$ cat src/rtl/input_state.sv
// Player-input stage of the Simon Says core.
// Synchronises and debounces the four colour buttons, checks each press
// against the packed colour sequence, echoes the held colour onto the LED
// bus and reports a one-cycle pass or fail pulse to the game controller.
module input_state #(
    parameter int DEBOUNCE_CYCLES = 50_000,
    parameter int TIMEOUT_CYCLES  = 50_000_000
) (
    input  logic        clk,
    input  logic        rst_input,
    input  logic        en_input,
    input  logic [31:0] seq_in_input,
    input  logic [3:0]  round_ctr,
    input  logic [3:0]  btn,
    output logic [1:0]  colour_echo,
    output logic        echo_oe,
    output logic        complete_input,
    output logic        fail_input
);

    // state        | meaning
    // S_IDLE       | waiting for en_input, progress cleared
    // S_WAIT_PRESS | armed, waiting for the next debounced press (timed)
    // S_WAIT_REL   | correct colour held and echoed, waiting for release
    // S_HOLD       | round finished (pass or fail), waiting for en_input low
    localparam logic [1:0] S_IDLE       = 2'd0;
    localparam logic [1:0] S_WAIT_PRESS = 2'd1;
    localparam logic [1:0] S_WAIT_REL   = 2'd2;
    localparam logic [1:0] S_HOLD       = 2'd3;

    // A one-cycle debounce or timeout would give a zero-width counter.
    localparam int DBW = (DEBOUNCE_CYCLES > 1) ? $clog2(DEBOUNCE_CYCLES) : 1;
    localparam int TW  = (TIMEOUT_CYCLES > 1)  ? $clog2(TIMEOUT_CYCLES)  : 1;

    localparam logic [DBW-1:0] DB_LAST = DBW'(DEBOUNCE_CYCLES - 1);
    localparam logic [TW-1:0]  TO_LAST = TW'(TIMEOUT_CYCLES - 1);

    logic [3:0]     sync1;
    logic [3:0]     sync2;
    logic [3:0]     btn_last;
    logic [DBW-1:0] db_cnt;
    logic [3:0]     btn_db;
    logic [3:0]     btn_db_q;

    logic [1:0]     state;
    logic [3:0]     pos;
    logic [3:0]     last_pos;
    logic [TW-1:0]  tmo_cnt;

    logic           press_ev;
    logic           is_onehot;
    logic [1:0]     btn_enc;
    logic [1:0]     exp_colour;

    // Two-flop synchroniser for the raw asynchronous buttons.
    always_ff @(posedge clk or posedge rst_input) begin
        if (rst_input) begin
            sync1 <= 4'b0000;
            sync2 <= 4'b0000;
        end else begin
            sync1 <= btn;
            sync2 <= sync1;
        end
    end

    // Debouncer: accept a vector only after it has been stable long enough.
    always_ff @(posedge clk or posedge rst_input) begin
        if (rst_input) begin
            btn_last <= 4'b0000;
            db_cnt   <= '0;
            btn_db   <= 4'b0000;
        end else if (sync2 != btn_last) begin
            btn_last <= sync2;
            db_cnt   <= '0;
        end else if (db_cnt == DB_LAST) begin
            btn_db   <= btn_last;
        end else begin
            db_cnt   <= db_cnt + DBW'(1);
        end
    end

    // Registered copy of the debounced vector for press-edge detection.
    always_ff @(posedge clk or posedge rst_input) begin
        if (rst_input) begin
            btn_db_q <= 4'b0000;
        end else begin
            btn_db_q <= btn_db;
        end
    end

    assign press_ev   = (btn_db_q == 4'b0000) && (btn_db != 4'b0000);
    assign exp_colour = seq_in_input[{pos, 1'b0} +: 2];

    // Classify the debounced vector: exactly one button, and which colour.
    always_comb begin
        is_onehot = 1'b0;
        btn_enc   = 2'd0;
        case (btn_db)
            4'b0001: begin is_onehot = 1'b1; btn_enc = 2'd0; end
            4'b0010: begin is_onehot = 1'b1; btn_enc = 2'd1; end
            4'b0100: begin is_onehot = 1'b1; btn_enc = 2'd2; end
            4'b1000: begin is_onehot = 1'b1; btn_enc = 2'd3; end
            default: begin is_onehot = 1'b0; btn_enc = 2'd0; end
        endcase
    end

    // Round sequencing FSM with registered echo and result pulses.
    always_ff @(posedge clk or posedge rst_input) begin
        if (rst_input) begin
            state          <= S_IDLE;
            pos            <= 4'd0;
            last_pos       <= 4'd0;
            tmo_cnt        <= '0;
            colour_echo    <= 2'b00;
            echo_oe        <= 1'b0;
            complete_input <= 1'b0;
            fail_input     <= 1'b0;
        end else begin
            complete_input <= 1'b0;
            fail_input     <= 1'b0;
            case (state)
                S_IDLE: begin
                    pos     <= 4'd0;
                    tmo_cnt <= '0;
                    echo_oe <= 1'b0;
                    if (en_input) begin
                        last_pos <= round_ctr;
                        state    <= S_WAIT_PRESS;
                    end
                end
                S_WAIT_PRESS: begin
                    if (!en_input) begin
                        echo_oe <= 1'b0;
                        state   <= S_IDLE;
                    end else if (press_ev) begin
                        if (is_onehot && (btn_enc == exp_colour)) begin
                            colour_echo <= btn_enc;
                            echo_oe     <= 1'b1;
                            state       <= S_WAIT_REL;
                        end else begin
                            fail_input  <= 1'b1;
                            state       <= S_HOLD;
                        end
                    end else if (tmo_cnt == TO_LAST) begin
                        fail_input <= 1'b1;
                        state      <= S_HOLD;
                    end else begin
                        tmo_cnt <= tmo_cnt + TW'(1);
                    end
                end
                S_WAIT_REL: begin
                    if (!en_input) begin
                        echo_oe <= 1'b0;
                        state   <= S_IDLE;
                    end else if (btn_db == 4'b0000) begin
                        echo_oe <= 1'b0;
                        tmo_cnt <= '0;
                        // Completion is decided before pos moves, so 16 presses never wrap.
                        if (pos == last_pos) begin
                            complete_input <= 1'b1;
                            state          <= S_HOLD;
                        end else begin
                            pos   <= pos + 4'd1;
                            state <= S_WAIT_PRESS;
                        end
                    end
                end
                default: begin
                    echo_oe <= 1'b0;
                    if (!en_input) begin
                        state <= S_IDLE;
                    end
                end
            endcase
        end
    end

endmodule

$ cat config.mk
export PLATFORM = sky130hd
export DESIGN_NAME = input_state
export DESIGN_NICKNAME = d
export VERILOG_FILES = /design/src/rtl/input_state.sv
export SDC_FILE = /design/constraint.sdc
export NUM_CORES = 1
export LEC_CHECK = 0
export CORE_MARGIN = 3
export CORE_UTILIZATION = 50
export CTS_CLUSTER_SIZE = 30
export DETAILED_ROUTE_END_ITERATION = 8
export GPL_TIMING_DRIVEN = 0
export PLACE_DENSITY = 0.84
export SYNTH_ARGS = -nofsm -noshare
export SYNTH_HDL_FRONTEND = slang
export SYNTH_SLANG_ARGS = --single-unit
$ cat constraint.sdc
create_clock -name clk -period 5 [get_ports clk]
set_clock_uncertainty 0.15 [all_clocks]
set_input_delay 1.25 -clock clk [delete_from_list [all_inputs] [get_ports clk]]
set_output_delay 1.25 -clock clk [all_outputs]
set_load 0.01 [all_outputs]
* Yosys cells after proc, flatten, opt, wreduce, memory -nomap -nowiden
Index checks and enable logic that the tools add are counted.
Word-level totals: register bits 77, output and inout bits 5
Operators by class: equal/unequal tests 24, muxes and demuxes 39, shift operators 1, add/sub/neg operators 3, reduce and logical (&&, ||, !) cells 16, bitwise operators 1
Operator list (count):
- $mux W26 | 5
- $pmux W26 S3 | 1
- $mux W16 | 2
- $shiftx A32 B6 Y2 | 1
- $add A26 B1 Y26 const B | 1
- $eq A26 B26 Y1 const B | 1
- $add A16 B1 Y16 const B | 1
- $eq A16 B16 Y1 const B | 1
- $mux W1 | 16
- $mux W2 | 8
- $ne A2 B2 Y1 const B | 8
- $mux W4 | 3
- $pmux W2 S3 | 2
- $reduce_and A4 Y1 | 3
- $ne A3 B3 Y1 const B | 3
- $logic_not A4 Y1 | 2
- $pmux W4 S2 | 1
- $reduce_and A6 Y1 | 1
- $add A4 B1 Y4 const B | 1
- $eq A4 B1 Y1 const B | 1
- $eq A4 B2 Y1 const B | 1
- $eq A4 B3 Y1 const B | 1
- $eq A4 B4 Y1 | 1
- $eq A4 B4 Y1 const B | 1
- 16 further kinds | 18

* Logic depth before layout (Yosys ltp)
word-level depth 8, mapped depth 8

* Least setup slack after synthesis
No wires, ideal clock.
path type input-to-reg, start input port seq_in_input[15], end register colour_echo[0], setup time 0.125 ns, data required time 4.725 ns, setup slack 1.535 ns, arrival time 3.189 ns, stages on the path 6, path through mux4_1 mux4_2 mux2i_1 nor4_2 and3_4 mux2_4
Between the ends: word-level cells in the longest chain between the ends 4
RTL lines:
- start, declared | RTL line 12 | input logic [31:0] seq_in_input,
- $shiftx A32 B6 Y2 | RTL line 92 | assign exp_colour = seq_in_input[{pos, 1'b0} +: 2];
- $eq A2 B2 Y1 | RTL line 136 | if (is_onehot && (btn_enc == exp_colour)) begin
- $logic_and A1 B1 Y1 | RTL line 136
- $reduce_and A4 Y1 (no source line)
- end signal, assigned | RTL line 137 | colour_echo <= btn_enc;
- end, declared | RTL line 15 | output logic [1:0] colour_echo,
No other way between the ends. A chain may end at the register's enable or synchronous reset.

* Worst setup path after layout
start input port seq_in_input[15], end register colour_echo[1]
Same word-level chain as after synthesis.

==> impl_metrics.csv <==
group,metric,value,unit
die,core_area,0.00737,mm^2
grt,grtUsageTotal,0.204,
power_and_ir_drop,p_int,977,uW
detailed_routing,first_pass_iters,5,
detailed_routing,drc,0,
timing,tightest_slew,0.919,ns
synthesis,synth_cells,348,
grt,globalRouteOverflowTotal,0,
detailed_routing,routed_wl,8.00,mm
worst_setup_path,required,5.08,ns
clock_network,clock_sinks,77,
die,start_util,0.521,
detailed_routing,viasPerCell,5.64,
detailed_routing,vias,2875,
clock_network,clkTransAtPathRegs,0.07,ns
placement,place.gp.congestion,0.839,
worst_setup_path,r2r-start,"pos[1]$_DFFE_PP0P_",
die,die-area,0.00877,mm^2
synthesis,synth.largest_area_cell,"dfrtp_1",
die,rows,31,
detailed_routing,ant_nets,0,
grt,grt_pass1_wl,14.0,mm
placement,place_area,0.00444,mm^2
finish,stdcell_area,0.00465,mm^2
worst_setup_path,endpoint,"colour_echo[1]$_DFFE_PP0P_",
finish,finalNonFillerCells,510,
worst_setup_path,rr_endpoint,"colour_echo[1]$_DFFE_PP0P_",
finish,drive_above_1_share,0.0900,
grt,antenna_found_initial,0,
synthesis,synth_seq_cells,77,
timing,fin_crit_sh,0.743,
worst_setup_path,startpoint,"seq_in_input[15]",
timing,finalMaxSlewViolations,0,
finish,final_util,0.631,
power_and_ir_drop,swShare,0.227,
detailed_routing,first_iter_violations,156,
power_and_ir_drop,p_per_area,271,mW/mm^2
power_and_ir_drop,leakage,1.91,nW
power_and_ir_drop,power_frac_clock,0.404,
synthesis,syn-cell-area,0.00384,mm^2
placement,port_buffers,47,
worst_setup_path,cp_max_fo,4,
finish,num_antenna_cells,0,
worst_setup_path,crit_path_start_kind,"input pin",
timing,fmax,269,MHz
clock_network,clock_latency,0.35,ns
timing,hold_ws,0.227,ns
detailed_routing,wl_per_cell,15.7,um
timing,setup_violations,0,
power_and_ir_drop,pwr-share-comb,0.081,
synthesis,seq_area_frac_synth,0.502,
grt,first_global_vias,2896,
min_path,hold_class,"register to register",
synthesis,synth_top_cell_area_share,0.502,
die,ios,48,
synthesis,synth-edff-count,0,
synthesis,synth_common_cells,"dfrtp_1 (77), nor2_1 (39), xor2_1 (26)",
flow_run,maxCapViolCount,0,
grt,grt_max_degree,78,
die,die_x,93.7,um
worst_setup_path,r2r_slack,1.93,ns
clock_network,clockBufferDepth,2,
power_and_ir_drop,p_seq_frac,0.514,
synthesis,syn-num-nets,394,
finish,area_delta_synth_final,21.1,%
synthesis,ys_types,49,
timing,rsz0062_at_grt,"false",
placement,dp_hpwl,5.81,mm
die,die_h,93.7,um
outcome,status,"complete, no violations",
worst_setup_path,criticalPathCategory,"input pin to register",
synthesis,synth.area.top_cells,"dfrtp_1 (50%), xor2_1 (5.9%), mux4_1 (4.8%)",
synthesis,synth.most_common_cell,"dfrtp_1",
synthesis,syn_avg_cell_area,11.0,um^2
power_and_ir_drop,switching_power,286,uW
clock_network,ctsRootBufferMaster,"clkbuf_8",
worst_setup_path,reg2reg_depth,7,
clock_network,cts_tree,"yes",
timing,hold_viol_final,0,
clock_network,cts_buffers,9,
timing,slew_headroom,0.387,
clock_network,cts_setup_buffers,0,
timing,fin_crit,3.72,ns
timing,tns,0,ns
worst_setup_path,cp.arrival,3.79,ns
power_and_ir_drop,irDropWorstVdd,0.149,mV
finish,nets,452,
clock_network,post_cts_resized,0,
synthesis,synthArstFlopShare,1.00,
placement,place_inst,494,
synthesis,synth_flop_cell,"dfrtp_1",
clock_network,hold_buffers,0,
clock_network,htree_levels,3,
worst_setup_path,critPathCaptureType,"register",
synthesis,ys.warnings.count,0,
## stage by stage
| stage | worst slack (ns) | total power [mW] |
|---|---|---|
| floorplan | 1.54 | 0.716 |
| global placement | 0.521 | 0.761 |
| detailed placement | 0.911 | 0.766 |
| CTS | 1.29 | 1.28 |
| global route | 1.17 | 1.32 |
| finish | 1.28 | 1.26 |
## cells by family (layout without fill, tap and decap cells)
family / count (synthesis) / count (layout) / share of synthesized area
flops: 77 / 77 / 0.502
mux: 22 / 22 / 0.102
simple gates: 130 / 130 / 0.180
buf+inv: 22 / 85 / 0.0238
fa+ha+maj: 3 / 3 / 0.00977
xor+xnor: 41 / 41 / 0.0935
compound gates: 53 / 53 / 0.0896
## final cells by class
type | instances | area [um^2]
fillers | 566 | 2720
flip-flops and latches | 77 | 1930
multi-input cells | 249 | 1820
repair buffers | 47 | 470
clock buffers | 11 | 131
well taps | 99 | 124
clock inverters | 5 | 83.8
plain buffers | 16 | 68.8
inverters | 6 | 25.0
## routing by layer
layer  up-vias  track usage  routed length, um
li1       1373            -                  -
met1      1403        0.261               3340
met2        83        0.345               4130
met3        16       0.0481                371
met4         0       0.0602                153
met5         -            0                  0
## power groups by stage
stage	Clock [mW]	Sequential (mW)	Combinational, mW
after floorplan	0	0.659	0.0572
after global placement	0	0.661	0.100
after detailed placement	0	0.662	0.104
after CTS	0.521	0.650	0.104
after global routing	0.550	0.652	0.114
final	0.511	0.650	0.103
## how the worst min path moves through the flow
| stage | from | end | slack, ns | depth (start not counted) |
|---|---|---|---|---|
| 2_1_floorplan | sync1[0]$_DFF_PP0_ | sync2[0]$_DFF_PP0_ | 0.18 | 0 |
| 3_3_place_gp | sync1[3]$_DFF_PP0_ | sync2[3]$_DFF_PP0_ | 0.19 | 0 |
| 3_5_place_dp | sync1[3]$_DFF_PP0_ | sync2[3]$_DFF_PP0_ | 0.20 | 0 |
| 4_1_cts | sync1[1]$_DFF_PP0_ | sync2[1]$_DFF_PP0_ | 0.23 | 0 |
| 5_1_grt | sync1[1]$_DFF_PP0_ | sync2[1]$_DFF_PP0_ | 0.24 | 0 |
| 6_report | sync1[1]$_DFF_PP0_ | sync2[1]$_DFF_PP0_ | 0.23 | 0 |
## cells in the final DEF, fill, tap and decap left out, types with 2 or more instances in the layout
master           synthesis  final
and3_1                   8      8
nand2b_1                 2      2
mux2i_1                  2      2
and4_1                   2      2
o211ai_1                 4      4
nand3_1                 13     13
dfrtp_1                 77     77
a21oi_1                 14     14
nor2_1                  39     39
nor3_1                  10     10
and2_1                   3      3
nor2b_1                  3      3
ha_1                     3      3
mux4_2                   3      3
or3_1                   10     10
mux2_2                   8      8
o41ai_1                  2      2
clkdlybuf4s50_1          0     47
xor2_1                  26     26
clkbuf_1                13     15
nor4_1                   3      3
nor3b_1                  3      3
o21a_1                   2      2
clkbuf_8                 0      9
bufinv_16                0      2
mux4_1                   7      7
o2111ai_1                6      6
nand4_1                  7      7
o21ai_0                 17     17
nand2_1                 19     19
inv_1                    6      5
mux2_4                   2      2
xnor2_1                 15     15
clkinvlp_4               0      2
## critical path: stages
cell,delay [ns]
clkdlybuf4s50_1,0.39
mux4_1,0.53
mux4_2,0.50
mux2i_1,0.14
nor4_2,0.40
and3_4,0.28
mux2_4,0.30
## sequential cells by signal (all words and copies together), names as in the netlist
register / cells
tmo_cnt: 26
sync2: 4
fail_input: 1
btn_db_q: 4
btn_last: 4
db_cnt: 16
state: 2
pos: 4
echo_oe: 1
complete_input: 1
btn_db: 4
last_pos: 4
colour_echo: 2
sync1: 4
No activity file was read; power rests on OpenSTA's default activity.
